--- config.mk ---
export PLATFORM = sky130hd
export DESIGN_NAME = arb64_rr_ctrl
export DESIGN_NICKNAME = d
export VERILOG_FILES = /design/src/rtl/arb64_rr_ctrl.sv
export SDC_FILE = /design/constraint.sdc
export NUM_CORES = 1
export LEC_CHECK = 0
export CAP_MARGIN = 20
export CORE_MARGIN = 2
export CORE_UTILIZATION = 45
export CTS_CLUSTER_DIAMETER = 30
export DETAILED_ROUTE_END_ITERATION = 10
export MAX_ROUTING_LAYER = met4
export PLACE_DENSITY_LB_ADDON = 0.12
export SLEW_MARGIN = 20
export SYNTH_ARGS = -nofsm -noshare
export SYNTH_HDL_FRONTEND = slang
export SYNTH_SLANG_ARGS = --single-unit
--- constraint.sdc ---
create_clock -name clk -period 9.14 [get_ports clk]
set_clock_uncertainty 0.15 [all_clocks]
set_input_delay 2.742 -clock clk [delete_from_list [all_inputs] [get_ports clk]]
set_output_delay 2.742 -clock clk [all_outputs]
set_load 0.1 [all_outputs]
--- src/rtl/arb64_rr_ctrl.sv ---
// Round-robin arbiter for 64 requesters that drives a one-hot grant through an h6to64 decoder.
// Optional hold-time watchdog enabled by defining ARB_TIMEOUT_EN.

module h6to64 (
    input  logic        En,
    input  logic [5:0]  w,
    output logic [63:0] y
);
    for (genvar gi = 0; gi < 64; gi++) begin : g_dec
        assign y[gi] = En && (w == 6'(gi));
    end
endmodule

module arb64_rr_ctrl #(
    parameter int HOLD_MAX = 16
) (
    input  logic        clk,
    input  logic        rst,
    input  logic [63:0] req,
    input  logic        done,
    output logic [5:0]  gnt_idx,
    output logic        gnt_en,
    output logic [63:0] gnt,
    output logic        busy,
    output logic        timeout
);
    localparam logic [0:0] IDLE  = 1'b0;
    localparam logic [0:0] GRANT = 1'b1;

    if (HOLD_MAX < 2 || HOLD_MAX > 255) begin : g_hold_range_bad
        $error("arb64_rr_ctrl: HOLD_MAX must be in 2..255");
    end

    logic [0:0]  state_reg, state_next;
    logic [5:0]  gnt_idx_reg, gnt_idx_next;
    logic        gnt_en_reg, gnt_en_next;
    logic [5:0]  last_reg, last_next;
    logic [5:0]  start;
    logic [63:0] rot;
    logic [5:0]  offset;
    logic [5:0]  winner;
    logic        release_hit;

`ifdef ARB_TIMEOUT_EN
    localparam logic [7:0] HOLD_LAST = 8'(HOLD_MAX - 1);
    logic [7:0] hcnt_reg, hcnt_next;
    logic       timeout_reg, timeout_next;
`endif

    // Rotate requests so bit 0 of rot is the requester just after the last winner.
    assign start = last_reg + 6'd1;
    for (genvar gi = 0; gi < 64; gi++) begin : g_rot
        assign rot[gi] = req[start + 6'(gi)];
    end

    always_comb begin
        offset = 6'd0;
        for (int i = 63; i >= 0; i--) begin
            if (rot[i]) begin
                offset = 6'(i);
            end
        end
    end

    assign winner      = start + offset;
    assign release_hit = done || !req[gnt_idx_reg];

    always_comb begin
        state_next   = state_reg;
        gnt_idx_next = gnt_idx_reg;
        gnt_en_next  = gnt_en_reg;
        last_next    = last_reg;
`ifdef ARB_TIMEOUT_EN
        hcnt_next    = hcnt_reg;
        timeout_next = 1'b0;
`endif
        case (state_reg)
            IDLE: begin
                if (|req) begin
                    gnt_idx_next = winner;
                    gnt_en_next  = 1'b1;
                    last_next    = winner;
                    state_next   = GRANT;
`ifdef ARB_TIMEOUT_EN
                    hcnt_next    = 8'd0;
`endif
                end else begin
                    gnt_en_next = 1'b0;
                end
            end
            GRANT: begin
                // A normal release takes precedence over a watchdog expiry.
                if (release_hit) begin
                    gnt_en_next = 1'b0;
                    state_next  = IDLE;
                end
`ifdef ARB_TIMEOUT_EN
                else if (hcnt_reg == HOLD_LAST) begin
                    gnt_en_next  = 1'b0;
                    timeout_next = 1'b1;
                    state_next   = IDLE;
                end else begin
                    hcnt_next = hcnt_reg + 8'd1;
                end
`endif
            end
            default: begin
                gnt_en_next = 1'b0;
                state_next  = IDLE;
            end
        endcase
    end

    always_ff @(posedge clk) begin
        if (rst) begin
            state_reg   <= IDLE;
            gnt_idx_reg <= 6'd0;
            gnt_en_reg  <= 1'b0;
            last_reg    <= 6'd63;
        end else begin
            state_reg   <= state_next;
            gnt_idx_reg <= gnt_idx_next;
            gnt_en_reg  <= gnt_en_next;
            last_reg    <= last_next;
        end
    end

`ifdef ARB_TIMEOUT_EN
    always_ff @(posedge clk) begin
        if (rst) begin
            hcnt_reg    <= 8'd0;
            timeout_reg <= 1'b0;
        end else begin
            hcnt_reg    <= hcnt_next;
            timeout_reg <= timeout_next;
        end
    end
    assign timeout = timeout_reg;
`else
    assign timeout = 1'b0;
`endif

    h6to64 u_dec (
        .En (gnt_en_reg),
        .w  (gnt_idx_reg),
        .y  (gnt)
    );

    assign gnt_idx = gnt_idx_reg;
    assign gnt_en  = gnt_en_reg;
    assign busy    = gnt_en_reg;

endmodule
==> results_dict.tcl, run 1 <==
set metrics [dict create \
    root_buffer "clkbuf_16" \
    fin_area_mm2 0.0116 \
    grt_max_degree 64 \
    synth_compound_area_frac 0.106 \
    hold_class "flip-flop to flip-flop" \
    reg2regPathDepth 25 \
    critPathArrivalTime_ps 8470 \
    slew_viol_final 0 \
    fin_tns_setup_ps 0 \
    grt_pass1_vias 9318 \
    clk_path_buf_depth 2 \
    crit_chain "clkdlybuf4s50_1 > mux2_2 > mux2i_1 > mux2i_1 > mux2_2 > mux4_2 > nor2_1 > nand2_1 > or4_1 > a211o_1 > or4_1 > o31ai_1 > ha_1 > inv_1 > fa_1 > nand2_1 > a221oi_1 > or3_1 > mux2i_1 > a21oi_1" \
    critPathMaxStageDelay_ps 510 \
    cts_setup_buffers 0 \
    syn-num-nets 1179 \
    overflow 0 \
    hp-start "state_reg$_SDFF_PP0_" \
    netlist_area_mm2 0.0100 \
    placed_area_mm2 0.0115 \
    status "complete, no violations" \
    ys.flop_type "dfxtp_1" \
    setup_viol 0 \
    route.detailed.drc 0 \
    synth_top_family_by_area "multiplexers" \
    worst_slew_pin_slew_ps 1030 \
    path_class "input pin to flip-flop" \
    ios 140 \
    grtUsageTotal 0.334 \
    drt-vias-per-instance 6.75 \
    ys_async_sr_fraction 0 \
    port-buffer-count 138 \
    gp_congestion 0.953 \
    initialDrtViolationCount 1108 \
    cts_resized 0 \
    hold_viol_final 0 \
    path_common_cell "mux2i_1" \
    ant_nets 0 \
    yosys_warnings 0 \
    slowest_stage "mux4_2" \
    path_max_fanout 5 \
    clock_sinks 14 \
    ys_ff_latch 14 \
    synth_seq_area_share 0.0280 \
    rrSetupSlack_ps 1320 \
    min_period_ps 8510 \
    htree_levels 1 \
    max_slew_margin 0.314 \
    antenna_found_initial 0 \
    ys_types 89 \
    postCtsHoldBufs 0 \
    startpoint_type "input pin" \
    cap_violations 0 \
    drive_gt1_frac 0.249 \
    utilization 0.530 \
    dr.pass1.iters 5 \
    start_util 0.459 \
    synth_edf_count 0 \
    vias 9907 \
    die_y_um 153 \
    crit_path_end_kind "flip-flop" \
    clkTransAtPathRegs_ps 50 \
    diodes 0 \
    muxShareOfSynthArea 0.553 \
    clk_latency_ps 240 \
    rows 54 \
    syn_to_final_growth_pct 15.6 \
    whs_endpoint "state_reg$_SDFF_PP0_" \
    r2r-end "gnt_idx[4]$_SDFFE_PP0P_" \
    core-area_mm2 0.0218 \
    timing.rr.start "last_reg[0]$_SDFFE_PP1P_" \
    synthSimpleGateAreaFrac 0.188 \
    dieWidth_um 153 \
    place_hpwl_um 31700 \
    grt_pass1_wl_um 59000 \
    avgRoutedWirePerCell_um 26.6 \
    cts_made_buffers 3 \
    synth-xor-area-share 0.0550 \
    netlist_instances 1102 \
    fin_crit_sh 0.932 \
    cp.required_ps 9100 \
    cts_tree "yes" \
    crit_start "req[23]" \
    dieArea_mm2 0.0235 \
    rsz0062_at_grt "no" \
    fin_nets 1265 \
    whs_path_depth 2 \
    max_freq_mhz 117 \
    wirelength_um 39100 \
    synthAdderAreaFrac 0.0144 \
    avgSynthCellArea_um2 9.08 \
]
## how the worst max path moves through the flow
stage                              endpoint  slack (ps)  cells past startpoint
CTS                 gnt_idx[4]$_SDFFE_PP0P_         700                     20
finish              gnt_idx[4]$_SDFFE_PP0P_         630                     20
global route        gnt_idx[4]$_SDFFE_PP0P_         400                     20
detailed placement  gnt_idx[4]$_SDFFE_PP0P_         460                     20
floorplan           gnt_idx[4]$_SDFFE_PP0P_        1550                     18
global placement    gnt_idx[4]$_SDFFE_PP0P_         520                     20
## cell usage after synthesis, types with 17 or more instances
library cell  instances  area (um^2)
a21oi_1              41          205
mux4_2              142         3200
nand2_1              82          308
mux2i_1             131         1310
clkbuf_1             20         75.1
nand3_1              17         85.1
inv_1                19         71.3
xnor2_1              46          403
nor4_1               21          131
buf_2                32          160
mux2_2               89         1000
o21ai_0              32          160
nor2_1              183          687
## final cells by class
type                            count  area, um^2
Multi-Input combinational cell    984        9210
Clock buffer                        4        88.8
Fill cell                        2051       10200
Sequential cell                    14         285
Timing Repair Buffer              161        1550
Inverter                           24        90.1
Tap cell                          280         350
## stage by stage
stage | hold WS, ps | setup WS [ps] | instances
4_1_cts | 371 | 703 | 1467
2_1_floorplan | 324 | 1550 | 1102
5_1_grt | 422 | 402 | 1467
6_report | 369 | 625 | 1467
3_3_place_gp | 359 | 523 | 1463
3_5_place_dp | 358 | 461 | 1463
## critical path: cells and delay by family
family	cells	cell delay, ps
mux	6	2060
simple gates	6	1750
compound gates	4	740
fa+ha+maj	2	620
buf+inv	2	550
## layer usage
layer / GRT usage / wire, um / vias up
met5: - / 0 / -
met4: 0.0842 / 1240 / 0
met3: 0.0187 / 2680 / 62
met2: 0.547 / 18900 / 450
met1: 0.457 / 16300 / 4963
li1: - / - / 4432
## cells in the final DEF, fill, tap and decap left out, drive strengths merged, types with 9 or more instances in the layout
| master | synthesis | final |
|---|---|---|
| a21oi | 44 | 44 |
| xnor2 | 51 | 51 |
| clkdlybuf4s50 | 0 | 138 |
| nand4 | 11 | 11 |
| mux2i | 131 | 131 |
| nand2 | 83 | 83 |
| dfxtp | 14 | 14 |
| nor4 | 22 | 22 |
| nand3 | 18 | 18 |
| ha | 9 | 9 |
| nor3 | 10 | 10 |
| nand2b | 14 | 14 |
| nor2 | 185 | 185 |
| buf | 60 | 23 |
| inv | 23 | 23 |
| o21ai | 33 | 33 |
| nor2b | 9 | 9 |
| and2 | 10 | 10 |
| mux2 | 91 | 91 |
| mux4 | 142 | 142 |
## cell families after synthesis
group           count (synthesis)
simple gates                  398
mux                           364
compound gates                153
buf+inv                       104
xor+xnor                       57
flops                          14
fa+ha+maj                      11
other cells                     1
Power of run 1 is not shown: default switching activity piles up to over one toggle a cycle in this logic, so the estimate is an artifact.
==> run 2, diff against run 1 <==
--- a/config.mk
+++ b/config.mk
@@ -6,7 +6,6 @@
 export NUM_CORES = 1
 export LEC_CHECK = 0
 export CAP_MARGIN = 20
-export CORE_MARGIN = 2
 export CORE_UTILIZATION = 45
 export CTS_CLUSTER_DIAMETER = 30
 export DETAILED_ROUTE_END_ITERATION = 10
==> results_dict.tcl, run 2 (synthesized netlist as in run 1, its figures left out) <==
set metrics [dict create \
    status "complete, no violations" \
    slowest_stage "or4_1" \
    syn_to_final_growth_pct 15.8 \
    diodes 0 \
    dieArea_mm2 0.0228 \
    path_max_fanout 5 \
    cts_made_buffers 3 \
    mostFrequentLayoutCells "nor2_1 (183), mux4_2 (142), clkdlybuf4s50_1 (138), mux2i_1 (131), mux2_2 (89)" \
    grt_max_degree 83 \
    drt-met1-wl_um 16000 \
    avgRoutedWirePerCell_um 26.4 \
    worst_slew_pin_slew_ps 1040 \
    gp_congestion 0.994 \
    hold_class "flip-flop to flip-flop" \
    clkTransAtPathRegs_ps 50 \
    overflow 0 \
    htree_levels 1 \
    max_slew_margin 0.304 \
    min_period_ps 8500 \
    cts_setup_buffers 0 \
    port-buffer-count 138 \
    crit_chain "clkdlybuf4s50_1 > mux2_2 > mux2i_1 > mux2i_1 > mux2_2 > mux4_2 > nor2_1 > nand2_1 > or4_1 > a211o_1 > or4_1 > o31ai_1 > ha_1 > inv_1 > fa_1 > nand2_1 > a221oi_1 > or3_1 > mux2i_1 > a21oi_1" \
    dr_wl_met3_um 2710 \
    max_freq_mhz 118 \
    instances_no_fill 1469 \
    start_util 0.459 \
    place_hpwl_um 31400 \
    cp.required_ps 9090 \
    path_class "input pin to flip-flop" \
    wirelength_um 38800 \
    crit_buf_inv 2 \
    core-area_mm2 0.0218 \
    rows 54 \
    startpoint_type "input pin" \
    fin_crit_sh 0.930 \
    slew_viol_final 0 \
    antenna_found_initial 0 \
    fin_tns_setup_ps 0 \
    hold_viol_final 0 \
    multi_input_comb_area_mm2 0.00921 \
    fin_nets 1267 \
    postCtsHoldBufs 0 \
    grt_pass1_wl_um 57600 \
    grt_pass1_vias 9136 \
    vias 9813 \
    cts_tree "yes" \
    cap_violations 0 \
    regArea_um2 285 \
    dieWidth_um 151 \
    setup_viol 0 \
    clk_path_buf_depth 2 \
    layout_commonest_cell "nor2_1" \
    path_common_cell "mux2i_1" \
    top_layer "met4" \
    grtUsageTotal 0.353 \
    root_buffer "clkbuf_16" \
    initialDrtViolationCount 999 \
    crit_family "multiplexers" \
    cts_resized 0 \
    critPathArrivalTime_ps 8450 \
    rsz0062_at_grt "no" \
    route.detailed.drc 0 \
    critPathMaxStageDelay_ps 510 \
    ios 140 \
    dr_wl_met2_um 18100 \
    clock_sinks 14 \
    crit_path_end_kind "flip-flop" \
    fillers 2044 \
    rrSetupSlack_ps 1190 \
    drive_gt1_frac 0.251 \
    die_y_um 151 \
    dp_cells 1465 \
    ant_nets 0 \
    drt-vias-per-instance 6.68 \
    clk_latency_ps 240 \
    dr.pass1.iters 5 \
]
-- run 2: path summary, 6_finish.rpt --
check | cells past startpoint | startpoint | endpoint
setup reg to reg | 23 | last_reg[0]$_SDFFE_PP1P_ | gnt_idx[4]$_SDFFE_PP0P_
hold / removal | 2 | gnt_idx[0]$_SDFFE_PP0P_ | gnt_idx[0]$_SDFFE_PP0P_
hold reg to reg | 2 | gnt_idx[0]$_SDFFE_PP0P_ | gnt_idx[0]$_SDFFE_PP0P_
setup / recovery | 20 | req[23] | gnt_idx[4]$_SDFFE_PP0P_
-- run 2: metrics by stage --
step	hold WS (ps)	worst slack, ps	cell area, um^2	util
final	331	644	11600	0.531
after global routing	365	404	11600	0.531
after CTS	332	662	11600	0.531
after detailed placement	323	409	11500	0.527
after global placement	314	487	11500	0.527
after floorplan	324	1550	10000	-
-- run 2: layer usage --
metal,global-route usage,vias to the layer above
met5,-,-
met4,0.156,0
met3,0.0410,88
met2,0.552,469
met1,0.460,4821
li1,-,4435
-- run 2: layout make-up --
cell class / instances / area share
clock buffer: 4 / 0.00766
inverter: 24 / 0.00777
multi-input combinational: 984 / 0.794
sequential: 14 / 0.0246
tap: 280 / 0.0302
timing repair buffer: 163 / 0.135
-- run 2: worst register-to-register path, delay by kind of cell, from the launching register on --
| family | cells | cell delay (ps) |
|---|---|---|
| AO/OA/AOI/OAI | 4 | 740 |
| adder cells (fa/ha/maj) | 3 | 1070 |
| buffers and inverters | 4 | 1510 |
| flip-flops | 1 | 340 |
| multiplexers | 6 | 2280 |
| AND/OR/NAND/NOR | 6 | 1730 |
Power of run 2 is left out for the same reason.
==> run 3, diff against run 2 <==
--- a/config.mk
+++ b/config.mk
@@ -6,6 +6,7 @@
 export NUM_CORES = 1
 export LEC_CHECK = 0
 export CAP_MARGIN = 20
+export CORE_MARGIN = 10
 export CORE_UTILIZATION = 45
 export CTS_CLUSTER_DIAMETER = 30
 export DETAILED_ROUTE_END_ITERATION = 10
==> results_dict.tcl, run 3 (synthesized netlist as in run 1, its figures left out) <==
set metrics [dict create \
    status "complete, no violations" \
    grtUsageMet3 0.0303 \
    ios 140 \
    grt_pass1_vias 9522 \
    fin_tns_setup_ps 0 \
    startpoint_type "input pin" \
    drive_gt1_frac 0.250 \
    max_slew_margin 0.311 \
    grtUsageTotal 0.278 \
    port-buffer-count 138 \
    start_util 0.459 \
    antenna_found_initial 1 \
    grt-busiest-layer "met2" \
    rows 54 \
    gp_congestion 0.969 \
    rsz0062_at_grt "no" \
    htree_levels 1 \
    cts_tree "yes" \
    overflow 0 \
    fin_crit_sh 0.917 \
    syn_to_final_growth_pct 15.7 \
    r2r-end "gnt_idx[4]$_SDFFE_PP0P_" \
    crit_chain "clkdlybuf4s50_1 > mux2_1 > mux2i_1 > mux2i_1 > mux2_2 > mux4_2 > nor2_1 > nand2_1 > or4_1 > a211o_1 > or4_1 > o31ai_1 > ha_1 > inv_1 > fa_1 > nand2_1 > a221oi_1 > or3_1 > mux2i_1 > a21oi_1" \
    cap_violations 0 \
    whs_endpoint "state_reg$_SDFF_PP0_" \
    slew_viol_final 0 \
    path_common_cell "mux2i_1" \
    clkTransAtPathRegs_ps 50 \
    core-area_mm2 0.0218 \
    fin_nets 1266 \
    clk_path_buf_depth 2 \
    dieArea_mm2 0.0286 \
    min_period_ps 8380 \
    clock_sinks 14 \
    dp_cells 1464 \
    worst_slew_pin_slew_ps 1030 \
    timing.rr.start "last_reg[1]$_SDFFE_PP1P_" \
    layout_commonest_cell "nor2_1" \
    reg2regPathDepth 24 \
    setup_viol 0 \
    avgRoutedWirePerCell_um 27.2 \
    crit_family "multiplexers" \
    wirelength_um 40000 \
    slowest_stage "or4_1" \
    max_freq_mhz 119 \
    ant_nets 0 \
    route.detailed.drc 0 \
    cts_made_buffers 3 \
    vias 9919 \
    place_hpwl_um 32800 \
    grt_util_met1 0.359 \
    crit_path_end_kind "flip-flop" \
    dr.pass1.iters 5 \
    dp_slack_ps 521 \
    hold_class "flip-flop to flip-flop" \
    whs_path_depth 2 \
    path_class "input pin to flip-flop" \
    hold_viol_final 0 \
    die_y_um 169 \
    critPathArrivalTime_ps 8340 \
    fin_ws_ps 761 \
    clk_latency_ps 250 \
    met2_usage 0.447 \
    grt_pass1_wl_um 60400 \
    diodes 0 \
    grt_max_degree 81 \
    rrSetupSlack_ps 1100 \
    cts_setup_buffers 0 \
    crit_buf_inv 2 \
    root_buffer "clkbuf_16" \
    postCtsHoldBufs 0 \
    critPathMaxStageDelay_ps 510 \
    instances_no_fill 1468 \
    mostFrequentLayoutCells "nor2_1 (183), mux4_2 (142), clkdlybuf4s50_1 (138), mux2i_1 (131), mux2_2 (89)" \
    cts_resized 0 \
    hp-start "state_reg$_SDFF_PP0_" \
    path_max_fanout 5 \
    drt-vias-per-instance 6.76 \
    dieWidth_um 169 \
    cp.required_ps 9100 \
    initialDrtViolationCount 995 \
]
run 3: worst max-delay path by stage:
stage             from                 endpoint  slack [ps]  depth (start not counted)
2_1_floorplan  req[24]  gnt_idx[4]$_SDFFE_PP0P_        1550                         18
3_3_place_gp   req[31]  gnt_idx[4]$_SDFFE_PP0P_         590                         20
3_5_place_dp   req[31]  gnt_idx[4]$_SDFFE_PP0P_         520                         20
4_1_cts        req[31]  gnt_idx[4]$_SDFFE_PP0P_         780                         20
5_1_grt        req[31]  gnt_idx[4]$_SDFFE_PP0P_         500                         20
6_report       req[31]  gnt_idx[4]$_SDFFE_PP0P_         760                         20
run 3: final cells by class:
| cell class | instances | area [um^2] |
|---|---|---|
| tap | 280 | 350 |
| fill | 2032 | 10200 |
| clock buffer | 4 | 88.8 |
| inverter | 24 | 90.1 |
| sequential | 14 | 285 |
| timing repair buffer | 162 | 1560 |
| multi-input combinational | 984 | 9210 |
run 3: per-layer routing:
metal | share of wire | vias to the layer above
met5 | 0 | -
met1 | 0.41 | 4941
li1 | - | 4430
met4 | 0.036 | 0
met3 | 0.072 | 78
met2 | 0.48 | 470
run 3: metrics by stage:
stage          cell area, um^2  hold WS, ps   util
6_report                 11600          438  0.531
2_1_floorplan            10000          324      -
3_3_place_gp             11500          426  0.527
4_1_cts                  11600          445  0.531
5_1_grt                  11600          472  0.531
3_5_place_dp             11500          436  0.527
run 3: worst register-to-register path, stage by stage (launching register included):
cell and delay (ps):
dfxtp_1 530, ha_1 610, xnor2_2 300, buf_4 290
inv_2 70, buf_4 410, a31oi_4 210, xnor2_2 730
mux4_2 610, mux2i_1 390, mux2i_1 270, nand4_2 150
a21oi_1 50, or4_1 530, a211o_1 320, or4_1 500
o31ai_1 250, ha_1 220, inv_1 60, fa_1 390
nand2_1 100, a221oi_1 70, or3_1 400, mux2i_1 200
a21oi_1 80
Power of run 3 is left out for the same reason.
